### src/rtl/chess_clock_ctrl.sv
// Chess clock game controller: holds both players' BCD mm:ss times, runs the
// turn/pause/flag state machine and drives eight registered 7-segment codes.
module chess_clock_ctrl #(
    parameter int unsigned TICKS_PER_SEC = 1000,
    parameter int unsigned INIT_MIN      = 5,
    parameter int unsigned INC_SEC       = 0
) (
    input  logic       CLK,
    input  logic       CLR,
    input  logic       CE,
    input  logic       BTN_P1,
    input  logic       BTN_P2,
    input  logic       BTN_START,
    input  logic       BTN_NEW,
    output logic [6:0] seg1,
    output logic [6:0] seg2,
    output logic [6:0] seg3,
    output logic [6:0] seg4,
    output logic [6:0] seg5,
    output logic [6:0] seg6,
    output logic [6:0] seg7,
    output logic [6:0] seg8,
    output logic       active_p1,
    output logic       active_p2,
    output logic       paused,
    output logic       flag_p1,
    output logic       flag_p2
);

    localparam int unsigned CW   = (TICKS_PER_SEC > 1) ? $clog2(TICKS_PER_SEC) : 1;
    localparam int unsigned HALF = TICKS_PER_SEC / 2;
    localparam int unsigned BW   = (HALF > 1) ? $clog2(HALF) : 1;

    localparam logic [CW-1:0] CNT_LAST   = CW'(TICKS_PER_SEC - 1);
    localparam logic [BW-1:0] BLINK_LAST = BW'(HALF - 1);
    localparam logic [15:0]   INIT_TIME  = {4'(INIT_MIN / 10), 4'(INIT_MIN % 10), 8'h00};
    localparam logic [3:0]    INC_TENS   = 4'(INC_SEC / 10);
    localparam logic [3:0]    INC_ONES   = 4'(INC_SEC % 10);
    localparam logic [6:0]    SEG_BLANK  = 7'b1111111;

    typedef enum logic [2:0] {
        ST_READY,
        ST_RUN1,
        ST_RUN2,
        ST_PAUSE1,
        ST_PAUSE2,
        ST_FLAG
    } state_t;

    state_t        state_q, state_d;
    logic [15:0]   t1_q, t1_d, t2_q, t2_d;
    logic [CW-1:0] cnt_q, cnt_d;
    logic [BW-1:0] bcnt_q, bcnt_d;
    logic          phase_q, phase_d;
    logic          who_q, who_d;
    logic [15:0]   run_t, dec_t, new_t;
    logic          expired, turn_btn;
    logic          blank1, blank2;
    logic [6:0]    seg_d [8];

    // One-second countdown with borrow across s1 -> s10 -> m1 -> m10.
    function automatic logic [15:0] bcd_dec(input logic [15:0] t);
        logic [3:0] m10, m1, s10, s1;
        {m10, m1, s10, s1} = t;
        if (s1 != 4'd0) begin
            s1 = s1 - 4'd1;
        end else begin
            s1 = 4'd9;
            if (s10 != 4'd0) begin
                s10 = s10 - 4'd1;
            end else begin
                s10 = 4'd5;
                if (m1 != 4'd0) begin
                    m1 = m1 - 4'd1;
                end else begin
                    m1  = 4'd9;
                    m10 = m10 - 4'd1;
                end
            end
        end
        return {m10, m1, s10, s1};
    endfunction

    // Fischer increment with carry, saturating at 99:59.
    function automatic logic [15:0] bcd_inc(input logic [15:0] t);
        logic [4:0] s1, s10, m1, m10;
        s1  = {1'b0, t[3:0]} + {1'b0, INC_ONES};
        s10 = {1'b0, t[7:4]} + {1'b0, INC_TENS};
        m1  = {1'b0, t[11:8]};
        m10 = {1'b0, t[15:12]};
        if (s1 > 5'd9) begin
            s1  = s1 - 5'd10;
            s10 = s10 + 5'd1;
        end
        if (s10 > 5'd5) begin
            s10 = s10 - 5'd6;
            m1  = m1 + 5'd1;
        end
        if (m1 > 5'd9) begin
            m1  = m1 - 5'd10;
            m10 = m10 + 5'd1;
        end
        if (m10 > 5'd9) begin
            return 16'h9959;
        end
        return {m10[3:0], m1[3:0], s10[3:0], s1[3:0]};
    endfunction

    function automatic logic [6:0] seg_code(input logic [3:0] d);
        case (d)
            4'd0:    return 7'b1000000;
            4'd1:    return 7'b1111001;
            4'd2:    return 7'b0100100;
            4'd3:    return 7'b0110000;
            4'd4:    return 7'b0011001;
            4'd5:    return 7'b0010010;
            4'd6:    return 7'b0000010;
            4'd7:    return 7'b1111000;
            4'd8:    return 7'b0000000;
            4'd9:    return 7'b0010000;
            default: return SEG_BLANK;
        endcase
    endfunction

    always_ff @(posedge CLK or negedge CLR) begin
        if (!CLR) begin
            state_q   <= ST_READY;
            t1_q      <= INIT_TIME;
            t2_q      <= INIT_TIME;
            cnt_q     <= '0;
            bcnt_q    <= '0;
            phase_q   <= 1'b0;
            who_q     <= 1'b0;
            active_p1 <= 1'b0;
            active_p2 <= 1'b0;
            paused    <= 1'b0;
            flag_p1   <= 1'b0;
            flag_p2   <= 1'b0;
            seg1      <= SEG_BLANK;
            seg2      <= SEG_BLANK;
            seg3      <= SEG_BLANK;
            seg4      <= SEG_BLANK;
            seg5      <= SEG_BLANK;
            seg6      <= SEG_BLANK;
            seg7      <= SEG_BLANK;
            seg8      <= SEG_BLANK;
        end else begin
            state_q   <= state_d;
            t1_q      <= t1_d;
            t2_q      <= t2_d;
            cnt_q     <= cnt_d;
            bcnt_q    <= bcnt_d;
            phase_q   <= phase_d;
            who_q     <= who_d;
            active_p1 <= (state_d == ST_RUN1);
            active_p2 <= (state_d == ST_RUN2);
            paused    <= (state_d == ST_PAUSE1) || (state_d == ST_PAUSE2);
            flag_p1   <= (state_d == ST_FLAG) && !who_d;
            flag_p2   <= (state_d == ST_FLAG) && who_d;
            seg1      <= seg_d[0];
            seg2      <= seg_d[1];
            seg3      <= seg_d[2];
            seg4      <= seg_d[3];
            seg5      <= seg_d[4];
            seg6      <= seg_d[5];
            seg7      <= seg_d[6];
            seg8      <= seg_d[7];
        end
    end

    // Next state: NEW beats expiry, expiry beats turn switch, turn switch beats START.
    always_comb begin
        state_d  = state_q;
        t1_d     = t1_q;
        t2_d     = t2_q;
        cnt_d    = cnt_q;
        who_d    = who_q;
        bcnt_d   = '0;
        phase_d  = 1'b0;
        expired  = 1'b0;
        run_t    = (state_q == ST_RUN2) ? t2_q : t1_q;
        dec_t    = bcd_dec(run_t);
        new_t    = run_t;
        turn_btn = (state_q == ST_RUN2) ? BTN_P2 : BTN_P1;

        if (BTN_NEW) begin
            state_d = ST_READY;
            t1_d    = INIT_TIME;
            t2_d    = INIT_TIME;
            cnt_d   = '0;
            who_d   = 1'b0;
        end else begin
            case (state_q)
                ST_READY: begin
                    if (BTN_START) state_d = ST_RUN1;
                end
                ST_RUN1, ST_RUN2: begin
                    if (CE) begin
                        if (cnt_q == CNT_LAST) begin
                            cnt_d = '0;
                            new_t = dec_t;
                            if (dec_t == 16'h0000) begin
                                expired = 1'b1;
                                state_d = ST_FLAG;
                                who_d   = (state_q == ST_RUN2);
                            end
                        end else begin
                            cnt_d = cnt_q + CW'(1);
                        end
                    end
                    if (!expired) begin
                        if (turn_btn) begin
                            new_t   = bcd_inc(new_t);
                            cnt_d   = '0;
                            state_d = (state_q == ST_RUN1) ? ST_RUN2 : ST_RUN1;
                        end else if (BTN_START) begin
                            state_d = (state_q == ST_RUN1) ? ST_PAUSE1 : ST_PAUSE2;
                        end
                    end
                    if (state_q == ST_RUN2) t2_d = new_t;
                    else                    t1_d = new_t;
                end
                ST_PAUSE1: begin
                    if (BTN_START) state_d = ST_RUN1;
                end
                ST_PAUSE2: begin
                    if (BTN_START) state_d = ST_RUN2;
                end
                ST_FLAG: begin
                    bcnt_d  = bcnt_q;
                    phase_d = phase_q;
                    if (CE) begin
                        if (bcnt_q == BLINK_LAST) begin
                            bcnt_d  = '0;
                            phase_d = !phase_q;
                        end else begin
                            bcnt_d = bcnt_q + BW'(1);
                        end
                    end
                end
                default: state_d = ST_READY;
            endcase
        end
    end

    // Digit decode; the flagged player's digits blank during the odd blink phase.
    always_comb begin
        blank1   = (state_q == ST_FLAG) && !who_q && phase_q;
        blank2   = (state_q == ST_FLAG) && who_q && phase_q;
        seg_d[0] = blank1 ? SEG_BLANK : seg_code(t1_q[15:12]);
        seg_d[1] = blank1 ? SEG_BLANK : seg_code(t1_q[11:8]);
        seg_d[2] = blank1 ? SEG_BLANK : seg_code(t1_q[7:4]);
        seg_d[3] = blank1 ? SEG_BLANK : seg_code(t1_q[3:0]);
        seg_d[4] = blank2 ? SEG_BLANK : seg_code(t2_q[15:12]);
        seg_d[5] = blank2 ? SEG_BLANK : seg_code(t2_q[11:8]);
        seg_d[6] = blank2 ? SEG_BLANK : seg_code(t2_q[7:4]);
        seg_d[7] = blank2 ? SEG_BLANK : seg_code(t2_q[3:0]);
    end

endmodule

### config.mk
export PLATFORM = sky130hd
export DESIGN_NAME = chess_clock_ctrl
export DESIGN_NICKNAME = d
export VERILOG_FILES = /design/src/rtl/chess_clock_ctrl.sv
export SDC_FILE = /design/constraint.sdc
export NUM_CORES = 1
export LEC_CHECK = 0
export ABC_AREA = 1
export BUFFER_PORTS_ARGS = -buffer_cell sky130_fd_sc_hd__buf_2
export CAP_MARGIN = 20
export CORE_MARGIN = 4
export CORE_UTILIZATION = 35
export DETAILED_ROUTE_END_ITERATION = 12
export HOLD_SLACK_MARGIN = 0.1
export PLACE_DENSITY = 0.49
export SETUP_SLACK_MARGIN = 0.4
export SYNTH_ARGS = -nofsm -noshare
export SYNTH_HDL_FRONTEND = slang
export SYNTH_SLANG_ARGS = --single-unit
### constraint.sdc
create_clock -name CLK -period 5 [get_ports CLK]
set_input_delay 0.75 -clock CLK [delete_from_list [all_inputs] [get_ports CLK]]
set_output_delay 0.75 -clock CLK [all_outputs]
set_load 0.02 [all_outputs]
# Word-level counts from Yosys, hierarchy flattened
# Memories as Yosys holds them, arrays and structs flattened.
# Cells that the tools add are included.
[classes]
n_addsub = 12
n_mul = 0
div = 0
n_lt_le_gt_ge = 4
eq_ne = 15
n_shift = 0
n_mux = 92
n_bitwise = 0
n_reduce_logical = 22
[ops]
columns = ["operator", "count"]
rows = [
  ["2-to-1 mux 16 bit", 15],
  ["2-to-1 mux 5 bit", 15],
  ["2-to-1 mux 10 bit", 6],
  ["2-to-1 mux 7 bit", 8],
  ["2-to-1 mux 4 bit", 12],
  ["2-to-1 mux 9 bit", 4],
  ["2-to-1 mux 3 bit", 10],
  ["2-to-1 mux 1 bit", 20],
  ["zero test 16 bit", 1],
  ["subtractor 4 x 1 -> 4 bit, second input constant", 4],
  ["adder 4 x 1 -> 5 bit, second input constant", 3],
  ["equality test 3 x 2 -> 1 bit, second input constant", 4],
  ["equality test 3 bit, second input constant", 4],
  ["case mux 3 bit (4 select lines)", 1],
  ["nonzero test 4 bit", 3],
  ["adder 10 x 1 -> 10 bit, second input constant", 1],
  ["equality test 10 bit, second input constant", 1],
  ["> comparator 5 x 4 -> 1 bit, second input constant", 2],
  ["adder 9 x 1 -> 9 bit, second input constant", 1],
  ["equality test 9 bit, second input constant", 1],
  ["subtractor 4 bit, second input constant", 2],
  ["equality test 3 x 1 -> 1 bit, second input constant", 2],
  ["logical AND 1 bit", 6],
  ["!= test 3 bit, second input constant", 2],
  ["other kinds (11)", 17],
]
[totals]
register_bits = 117
latch_bits = 0
ramBits = 0
mem_bits_ro = 896
out_inout_bits = 61
memories = 8
[mem_list]
columns = ["memory", "words", "width", "read_ports", "rd_clocked_by_memory_dff", "wr", "line_no", "rtl"]
rows = [
  ["(name not given)", 16, 7, 1, 0, 0, "110", "case (d)"],
  ["(name not given)", 16, 7, 1, 0, 0, "110", ""],
  ["(name not given)", 16, 7, 1, 0, 0, "110", ""],
  ["(name not given)", 16, 7, 1, 0, 0, "110", ""],
  ["(name not given)", 16, 7, 1, 0, 0, "110", ""],
  ["(name not given)", 16, 7, 1, 0, 0, "110", ""],
  ["+2 memories", "n/a", "n/a", "n/a", "n/a", "n/a", "n/a", ""],
]

# Logic depth before layout (Yosys ltp)
# Gate-level depths: netlist (run 1).
[logic_depth]
depth_word = 40
ltp_mapped = 41

# Worst setup path after synthesis (run 1)
# OpenSTA, ideal clock, no wires.
[synth_path]
kind = "register to register"
startpoint = "register state_q[2]"
endpoint = "register t2_q[12]"
setup_time_ns = 0.118
arrival_ns = 4.010
slack_ns = 0.872
path_stages_with_launch = 41
n_path_buf = 3
synth_period_minus_slack_ns = 4.128
cell_sequence = "dfrtp_1 inv_2 nand3_4 buf_6 buf_8 o21ai_2 ha_1 nand3_2 nand2_1 nand2_1 nand2_1 nand2_1 nand2_1 inv_1 ha_1 inv_1 nand3_1 nand2_1 [5 not listed] nor2_1 a21oi_4 nand2_4 nand2_2 nand2_4 nand2_2 nand2_4 nand2_4 nand2_1 nand2_1 nand2_1 nand2_2 nand2_2 nand2_4 buf_8 nand2_2 nand3_1 nand2_1"
[synth_via]
elab_chain_cells = 39
[synth_rtl]
columns = ["element", "line_no", "rtl"]
rows = [
  ["from (decl)", "50", "state_t state_q, state_d;"],
  ["from (signal assigned)", "148", "state_q <= state_d;"],
  ["equality test 3 x 2 -> 1 bit", "n/a", ""],
  ["2-to-1 mux 16 bit", "181", "run_t = (state_q == ST_RUN2) ? t2_q : t1_q;"],
  ["subtractor 4 x 1 -> 4 bit or nonzero test 4 bit (tied branches)", "70, 69", ""],
  ["2-to-1 mux 4 bit", "69", "if (s10 != 4'd0) begin"],
  ["2-to-1 mux 4 bit", "65", "if (s1 != 4'd0) begin"],
  ["2-to-1 mux 16 bit", "199", "if (cnt_q == CNT_LAST) begin"],
  ["2-to-1 mux 16 bit", "198", "if (CE) begin"],
  ["2-to-1 mux 16 bit", "193", "case (state_q)"],
  ["[23 not listed]", "n/a", ""],
  ["2-to-1 mux 1 bit", "193", ""],
  ["2-to-1 mux 1 bit", "186", "if (BTN_NEW) begin"],
  ["2-to-1 mux 16 bit", "106", "return {m10[3:0], m1[3:0], s10[3:0], s1[3:0]};"],
  ["2-to-1 mux 16 bit", "212", "if (turn_btn) begin"],
  ["2-to-1 mux 16 bit", "211", "if (!expired) begin"],
  ["2-to-1 mux 16 bit", "220", "if (state_q == ST_RUN2) t2_d = new_t;"],
  ["2-to-1 mux 16 bit", "193", ""],
  ["2-to-1 mux 16 bit", "186", ""],
  ["to (signal assigned)", "150", "t2_q <= t2_d;"],
  ["to (decl)", "51", "logic [15:0] t1_q, t1_d, t2_q, t2_d;"],
]
# Parallel ways exist; a longest one is shown, timed or not. The select of a mux whose other input is x is not followed.
# A chain may end at the register's enable or synchronous reset.

# Final worst setup path (run 1)
[layout_path]
startpoint = "register state_q[0]"
endpoint = "register t2_q[7]"
# Same word-level chain as after synthesis.

==> results of run 1 <==
[metrics by stage]
step                      setup WS, ns  utilization, %
after floorplan                  0.872               -
after global placement           0.562            39.0
after detailed placement         0.371            39.0
after CTS                        0.419            42.0
after global routing             0.373            42.9
final                            0.736            42.9
[final cells by class]
class	count	share of cell area (%)
Tap cell	275	3.79
Multi-Input combinational cell	730	46.0
Clock buffer	21	5.44
Clock inverter	11	1.32
Inverter	112	4.72
Sequential cell	117	33.2
Timing Repair Buffer	89	5.55
[critical path, delay by kind of cell (launching register included)]
family | cells | cell delay, ns
buf+inv | 4 | 0.28
flops | 1 | 0.45
simple gates | 29 | 2.66
compound gates | 2 | 0.40
fa+ha+maj | 2 | 0.39
[per-layer routing]
metal / track usage [%] / routed length (um) / part of all wire, % / vias to the layer above
met5: 0 / 0 / 0 / -
met4: 5.17 / 295 / 1.5 / 0
met3: 3.09 / 931 / 4.6 / 27
met2: 26.6 / 9080 / 45 / 129
met1: 23.6 / 9740 / 49 / 3127
li1: - / - / - / 3393
[worst min-delay path by stage]
stage	startpoint	end	slack, ns	cells after the start
2_1_floorplan	bcnt_q[8]	bcnt_q[8]	0.43	1
3_3_place_gp	bcnt_q[8]	bcnt_q[8]	0.47	1
3_5_place_dp	bcnt_q[8]	bcnt_q[8]	0.47	1
4_1_cts	CLR	t1_q[7]	0.30	1
5_1_grt	CLR	t1_q[7]	0.33	1
6_report	CLR	t1_q[7]	0.30	1
[cells in the final DEF (no fill, tap or decap), types with 3 or more instances in the layout]
cell type,Yosys,layout
nand2_4,7,10
nand2_2,29,31
o21ai_2,9,7
dfrtp_2,0,3
o211ai_1,6,6
buf_2,0,66
inv_2,12,10
nand2_1,258,253
a21oi_1,40,40
o21ai_4,0,3
clkinvlp_4,0,3
inv_1,98,98
dfrtp_1,57,54
a221o_1,4,4
nand3b_1,3,3
ha_1,52,50
clkinv_2,0,4
o22ai_1,5,5
nor3_1,21,19
clkbuf_16,0,19
nor4_1,3,3
a22oi_1,3,3
dfstp_2,60,60
nor2_1,45,45
nand4_1,11,11
nand3_1,91,91
o21ai_1,13,12
xnor2_1,3,3
nand3_2,2,3
nor2_4,3,5
o21ai_0,68,68
or2_2,18,18
xor2_1,12,12
buf_4,0,23
nor3_2,1,3
[Yosys cell counts, types with 2 or more instances]
cell      count  area share [%]
inv_1        98             4.9
xor2_1       12             1.4
a21oi_1      40             2.6
o211ai_1      6            0.60
clkbuf_1      9            0.45
o21ai_2       9             1.0
dfrtp_1      57              19
buf_1         2           0.099
nand3_2       2            0.26
or2_2        18             1.5
dfstp_2      60              21
nand2_2      29             2.4
a221o_1       4            0.53
buf_8         2            0.40
xnor2_1       3            0.35
nor2_4        3            0.45
nand3_1      91             6.0
a22oi_1       3            0.30
o32ai_1       2            0.23
inv_2        12            0.60
o22ai_1       5            0.41
nand4_1      11            0.91
nand2_1     258              13
nand2_4       7             1.0
o21ai_1      13            0.86
ha_1         52             8.6
buf_6         2            0.30
nor2_2        4            0.33
o21ai_0      68             4.5
o31ai_1       2            0.20
nor4_1        3            0.25
nor3_1       21             1.4
clkinv_1      2           0.099
nor2_1       45             2.2
nand3b_1      3            0.30
[where the power goes]
part	internal (mW)	switching, mW	leakage, nW
Clock	0.804	0.468	0.296
Sequential	1.31	0.166	1.40
Combinational	1.05	2.07	2.88
Total	3.16	2.70	4.58
[cell families after synthesis]
logic type | count (synthesis) | share of synthesized area (%)
flops | 117 | 39.7
xor+xnor | 15 | 1.74
buf+inv | 127 | 6.79
compound gates | 159 | 12.3
fa+ha+maj | 52 | 8.60
simple gates | 502 | 30.9
[flip-flops by register name, summed over array words and instances, names as in the netlist, 3 cells and up]
signal	flops
t1_q	16
t2_q	16
cnt_q	10
bcnt_q	9
seg1	7
seg2	7
seg3	7
seg4	7
seg5	7
seg6	7
seg7	7
seg8	7
state_q	3
[what timing repair did]
action | in CTS | in global routing
buffers inserted | 0 | 10
pin swaps | 1 | 8
gates cloned | 1 | 1
gates resized for setup | 1 | 24
setup endpoints to repair | 14 | 33
==> results.yml, run 1 <==
run_status:
  outcome: "complete, no violations"
clock_network:
  clockBufferDepth: 2
  cts_made_buffers: 17
  insertion_delay_ns: 0.43
  root_buffer: "clkbuf_16"
  clock_sinks: 117
  cts_tree: "built"
  htreeDepth: 4
  cts_hold_buf: 0
  clkTransAtPathRegs_ns: 0.06
sta:
  rsz0062_at_grt: "false"
  fmax_mhz: 235
  hold_slack_ns: 0.302
  drv_slew: 0
  fin_crit_sh_pct: 85.3
  fin_tns_setup_ns: 0
  tightestPinTransition_ns: 1.00
  setup_viol: 0
  hold_violations: 0
  max_slew_margin_pct: 32.7
  skew_ns: 0.0144
  period_needed_ns: 4.26
cells_and_area:
  area_growth_pct: 19.8
  drive_above_1_share_pct: 26.6
  fin_nets: 1126
  n_fill_cell: 2143
  diodes: 0
  register_area_mm2: 0.00301
  stdcell_area_mm2: 0.00907
  multi_input_area_mm2: 0.00417
  stdcell_count: 1355
logic_synthesis:
  synth.cell_area_mm2: 0.00757
  syn_nets: 1031
  synth_edf_count: 0
  async_flop_share_pct: 100
  avgSynthCellArea_um2: 7.79
  synthFlopType: "dfstp_2"
  netlist-cell-type-count: 49
  ys_ff_latch: 117
  netlist_instances: 972
  ys_seq_area_share_pct: 39.7
  ys_warn_count: 0
drt:
  avgViaCountPerCell: 4.93
  drtIter0Drc: 312
  wl_per_cell_um: 14.8
  dr.pass1.iters: 5
  vias: 6676
  postRouteAntennaNets: 0
  drt_wl_total_um: 20100
  drc: 0
global_route:
  grt_usage_pct: 16.9
  grt_max_degree: 42
  antenna_found_initial: 0
  grt_pass1_vias: 6376
  grt_overflow: 0
  grt_pass1_wl_um: 32700
pwr:
  peakVddDrop_uv: 290
  p_total_mw: 5.86
  leakage_nw: 4.58
  p_per_area_mw_per_mm2: 646
placement:
  io_buffer_count: 67
  dp.final_hpwl_um: 14600
  place_congestion: 0.925
  dp.cells: 1311
  place_area_mm2: 0.00826
setup_path:
  cp_common_cell: "nand2_1"
  slowest_stage: "dfrtp_2"
  crit_end: "t2_q[7]"
  worstPathRequired_ns: 5.33
  crit_fanout: 8
  cpPeakStageDelay_ns: 0.45
  reg2reg_from: "state_q[0]"
  start_kind: "register"
  crit_start: "state_q[0]"
  r2r_end: "t2_q[7]"
  worstRegToRegCells: 37
  critical_path_class: "register to register"
  rrSetupSlack_ns: 0.74
  cp.arrival_ns: 4.60
  end_kind: "register"
floorplanning:
  die_h_um: 155
  die_w_um: 155
  start_util_pct: 35.8
  rows: 53
  ioPinCount: 68
  core-area_mm2: 0.0212
  die-area_mm2: 0.0240
hold_path:
  hp-class: "primary input to async pin"
run:
  maxCapViolCount: 0
Note: power is estimated with default switching activity, not from simulation.
==> run 2, diff against run 1 <==
--- a/config.mk
+++ b/config.mk
@@ -7,12 +7,11 @@
 export LEC_CHECK = 0
 export ABC_AREA = 1
 export BUFFER_PORTS_ARGS = -buffer_cell sky130_fd_sc_hd__buf_2
-export CAP_MARGIN = 20
 export CORE_MARGIN = 4
 export CORE_UTILIZATION = 35
 export DETAILED_ROUTE_END_ITERATION = 12
 export HOLD_SLACK_MARGIN = 0.1
-export PLACE_DENSITY = 0.49
+export PLACE_DENSITY = 0.61
 export SETUP_SLACK_MARGIN = 0.4
 export SYNTH_ARGS = -nofsm -noshare
 export SYNTH_HDL_FRONTEND = slang
==> results.yml, run 2 (synthesis results as in run 1) <==
run_status:
  outcome: "complete, no violations"
placement:
  io_buffer_count: 67
  place_congestion: 0.899
  dp.cells: 1310
  dp.final_hpwl_um: 14100
  pre_cts_ws_ns: 0.524
  place_area_mm2: 0.00825
setup_path:
  crit_fanout: 21
  worstRegToRegCells: 24
  slowest_stage: "dfrtp_2"
  critical_path.cell_chain: "inv_4, nand3_4, buf_4, buf_4, o21ai_0, inv_1, ha_1, inv_1, nor3_1, o21ai_1, o21ai_0, o21ai_2, ha_1, xor2_1, nand2_2, nand2_2, nand2_2, nand2_4, nand2_4, buf_4, a21oi_1, nand3_1, nand3_1, o21ai_0"
  cp.arrival_ns: 4.52
  crit_buf_inv: 6
  start_kind: "register"
  critical_path_class: "register to register"
  r2r_end: "t2_q[11]"
  path_delay_family: "compound AO/OA/AOI/OAI gates"
  worstPathRequired_ns: 5.28
  end_kind: "register"
  reg2reg_from: "state_q[0]"
  cpPeakStageDelay_ns: 0.45
  rrSetupSlack_ns: 0.76
drt:
  avgViaCountPerCell: 5.02
  dr.pass1.iters: 6
  vias: 6819
  drtIter0Drc: 490
  drt_wl_total_um: 19500
  drc: 0
  wl_per_cell_um: 14.3
  postRouteAntennaNets: 0
cells_and_area:
  area_growth_pct: 19.9
  diodes: 0
  stdcell_count: 1358
  fin_nets: 1129
  register_area_mm2: 0.00301
  layout_commonest_cell: "nand2_1"
  stdcell_area_mm2: 0.00907
  reg_top3: "t1_q x16, t2_q x16, cnt_q x10"
  n_fill_cell: 2079
  layout_common_cells: "nand2_1 (251), inv_1 (98), nand3_1 (91)"
  drive_above_1_share_pct: 27.2
  multi_input_area_mm2: 0.00419
sta:
  setup_viol: 0
  rsz0062_at_grt: "false"
  drv_slew: 0
  hold_violations: 0
  skew_ns: 0.00659
  max_slew_margin_pct: 34.5
  fin_tns_setup_ns: 0
  fin_crit_sh_pct: 84.9
  fin_ws_ns: 0.756
  period_needed_ns: 4.24
  fmax_mhz: 236
  tightestPinTransition_ns: 0.978
pwr:
  peakVddDrop_uv: 287
  p_int_mw: 3.13
  power_switching_mw: 2.71
  p_per_area_mw_per_mm2: 643
  combPwrFrac_pct: 54.5
  clock_power_share_pct: 20.1
  p_seq_share_pct: 25.3
  swShare_pct: 46.4
  leakage_nw: 4.58
global_route:
  grt_pass1_vias: 6423
  grt_usage_pct: 16.3
  grt_overflow: 0
  grt_max_degree: 63
  grt_pass1_wl_um: 31900
  antenna_found_initial: 0
clock_network:
  clockBufferDepth: 2
  clock_sinks: 117
  insertion_delay_ns: 0.42
  htreeDepth: 4
  clkTransAtPathRegs_ns: 0.06
  cts_hold_buf: 0
  cts_tree: "built"
  root_buffer: "clkbuf_16"
  cts_made_buffers: 17
floorplanning:
  ioPinCount: 68
  die_w_um: 155
  die_h_um: 155
  core-area_mm2: 0.0212
  rows: 53
  start_util_pct: 35.8
  die-area_mm2: 0.0240
run:
  maxCapViolCount: 0
hold_path:
  hp-class: "primary input to async pin"
==> run 2: how the worst max path moves through the flow <==
stage          startpoint  endpoint  cells past startpoint
2_1_floorplan  state_q[2]  t2_q[12]                     40
3_3_place_gp   state_q[2]   t2_q[8]                     37
3_5_place_dp           CE   t2_q[8]                     34
4_1_cts        state_q[2]   t2_q[8]                     37
5_1_grt        state_q[0]   t1_q[9]                     36
6_report       state_q[0]  t2_q[11]                     24
==> run 2: per-stage QoR <==
| step | util, % | power, mW | hold WS (ns) |
|---|---|---|---|
| after detailed placement | 39.0 | 4.37 | 0.461 |
| final | 42.9 | 5.83 | 0.428 |
| after floorplan | - | 3.70 | 0.433 |
| after global placement | 39.0 | 4.35 | 0.463 |
| after global routing | 42.9 | 6.33 | 0.492 |
| after CTS | 41.7 | 5.58 | 0.450 |
==> run 2: power groups by stage <==
| stage | combinational [mW] | sequential [mW] | clock [mW] |
|---|---|---|---|
| 2_1_floorplan | 2.04 | 1.66 | 0 |
| 3_3_place_gp | 2.87 | 1.48 | 0 |
| 3_5_place_dp | 2.88 | 1.49 | 0 |
| 4_1_cts | 2.90 | 1.47 | 1.20 |
| 5_1_grt | 3.57 | 1.51 | 1.25 |
| 6_report | 3.18 | 1.48 | 1.17 |
==> run 2: what timing repair did <==
action | in CTS | in global routing
endpoints found under the setup margin | 0 | 32
setup buffers | 0 | 14
gates resized for setup | 0 | 34
==> run 2: worst register-to-register path, cell delays in order, from the launching register on <==
cell and delay (ns):
dfrtp_2 0.45, inv_4 0.12, nand3_4 0.16, buf_4 0.19
buf_4 0.20, o21ai_0 0.37, inv_1 0.12, ha_1 0.21
inv_1 0.09, nor3_1 0.07, o21ai_1 0.13, o21ai_0 0.14
o21ai_2 0.28, ha_1 0.25, xor2_1 0.17, nand2_2 0.07
nand2_2 0.08, nand2_2 0.07, nand2_4 0.09, nand2_4 0.07
buf_4 0.14, a21oi_1 0.21, nand3_1 0.19, nand3_1 0.12
o21ai_0 0.10
==> run 2: routing by layer <==
metal	vias up	part of all wire, %	track usage [%]
met1	3204	46	21.9
met5	-	0	0
met2	197	47	26.2
met4	0	1.8	5.51
li1	3394	-	-
met3	24	5.8	3.53
==> run 2: cell type report <==
cell class	instances	area share, %
clock buffer	20	5.16
sequential	117	33.1
clock inverter	12	1.13
multi-input combinational	730	46.2
tap	275	3.79
inverter	112	4.76
timing repair buffer	92	5.83
==> run 3, diff against run 2 <==
==> constraint.sdc (replaced) <==
create_clock -name CLK -period 4.3 [get_ports CLK]
set_input_delay 0.645 -clock CLK [delete_from_list [all_inputs] [get_ports CLK]]
set_output_delay 0.645 -clock CLK [all_outputs]
set_load 0.02 [all_outputs]
==> results.yml, run 3 (synthesis results as in run 1) <==
cells_and_area:
  diodes: 0
  fin_nets: 1178
  area_growth_pct: 29.5
  layout_common_cells: "nand2_1 (229), inv_1 (94), nand3_1 (79)"
  drive_above_1_share_pct: 34.5
  n_fill_cell: 2058
  reg_top3: "t1_q x16, t2_q x16, cnt_q x10"
  layout_commonest_cell: "nand2_1"
  final_util_pct: 46.3
drt:
  drtIter0Drc: 484
  dr.pass1.iters: 5
  drc: 0
  avgViaCountPerCell: 5.02
  wl_per_cell_um: 15.0
  drt_wl_total_um: 21000
  vias: 7068
  postRouteAntennaNets: 0
placement:
  io_buffer_count: 67
  place_congestion: 0.887
  pre_cts_ws_ns: 0.0186
  dp.final_hpwl_um: 14500
setup_path:
  slowest_stage: "dfrtp_2"
  reg2reg_from: "state_q[1]"
  end_kind: "register"
  critical_path_class: "register to register"
  start_kind: "register"
  worstPathRequired_ns: 4.64
  rrSetupSlack_ns: 0.29
  r2r_end: "t1_q[9]"
  cp.arrival_ns: 4.35
  cpPeakStageDelay_ns: 0.50
  worstRegToRegCells: 29
  crit_fanout: 7
sta:
  drv_slew: 0
  skew_ns: 0.00806
  hold_slack_ns: 0.375
  hold_violations: 0
  period_needed_ns: 4.01
  setup_viol: 0
  fin_ws_ns: 0.294
  fin_crit_sh_pct: 93.2
  rsz0062_at_grt: "true"
  tightestPinTransition_ns: 1.02
  max_slew_margin_pct: 31.3
  fin_tns_setup_ns: 0
  fmax_mhz: 250
hold_path:
  hp-class: "primary input to async pin"
global_route:
  grt_max_degree: 75
  grt_usage_pct: 17.4
  grt_pass1_wl_um: 34100
  grt_overflow: 0
  grt_pass1_vias: 6775
  antenna_found_initial: 1
clock_network:
  clock_sinks: 117
  root_buffer: "clkbuf_16"
  insertion_delay_ns: 0.43
  cts_tree: "built"
  clkTransAtPathRegs_ns: 0.06
  cts_hold_buf: 0
  htreeDepth: 4
  cts_made_buffers: 17
  clockBufferDepth: 2
run_status:
  outcome: "complete, no violations"
floorplanning:
  core-area_mm2: 0.0212
  die_w_um: 155
  ioPinCount: 68
  rows: 53
  start_util_pct: 35.8
  die_h_um: 155
  die-area_mm2: 0.0240
run:
  maxCapViolCount: 0
pwr:
  peakVddDrop_uv: 413
  p_per_area_mw_per_mm2: 800
  leakage_nw: 4.93
  p_total_mw: 7.84
-- run 3: cell count changes in the layout (fill, tap and decap cells not counted), sizes merged --
| cell | before | now |
|---|---|---|
| buf | 92 | 141 |
| clkinvlp | 5 | 2 |
| clkbuf | 20 | 18 |
| inv | 111 | 112 |
| clkinv | 7 | 11 |
-- run 3: area by class of cell --
cell class                      instances  area [um^2]  area share [%]
Tap cell                              275          344            3.51
Multi-Input combinational cell        730         4520            46.1
Clock inverter                         14          126            1.29
Timing Repair Buffer                  141          925            9.44
Inverter                              112          430            4.39
Sequential cell                       117         3000            30.7
Clock buffer                           18          450            4.60
-- run 3: critical path, delay by kind of cell, from the launching register on --
kind / cells / cell delay, ns
AND/OR/NAND/NOR: 16 / 1.45
buffers and inverters: 6 / 0.75
AO/OA/AOI/OAI: 4 / 0.67
flip-flops: 1 / 0.50
adder cells (fa/ha/maj): 2 / 0.41
XOR/XNOR: 1 / 0.14
-- run 3: per-layer routing --
layer / track usage [%] / vias up / share of wire (%)
met5: 0 / - / 0.057
met4: 6.01 / 2 / 2.4
met3: 3.25 / 44 / 4.8
met2: 28.1 / 173 / 47
met1: 23.5 / 3357 / 45
li1: - / 3492 / -
-- run 3: worst max path at each step --
stage / start / slack [ns] / to
2_1_floorplan: state_q[2] / 0.29 / t2_q[12]
3_3_place_gp: state_q[2] / 0.22 / t2_q[10]
3_5_place_dp: state_q[2] / 0.02 / t1_q[7]
4_1_cts: state_q[1] / 0.40 / t1_q[7]
5_1_grt: state_q[0] / 0.007 / t1_q[6]
6_report: state_q[1] / 0.29 / t1_q[9]
-- run 3: through the flow --
step | cell area [um^2] | instances
global route | 9800 | 1407
finish | 9800 | 1407
detailed placement | 8480 | 1331
floorplan | 7630 | 972
global placement | 8480 | 1331
CTS | 9330 | 1384
-- run 3: power breakdown --
group / switching, mW / internal [mW] / total [mW]
clock: 0.560 / 0.831 / 1.39
combinational: 2.92 / 1.82 / 4.74
sequential: 0.189 / 1.52 / 1.71
-- run 3: repair_timing --
action | in CTS | in global routing
pin swaps | 22 | 46
endpoints found under the setup margin | 34 | 36
buffers inserted | 19 | 23
cloned | 2 | 0
gates resized for setup | 27 | 72
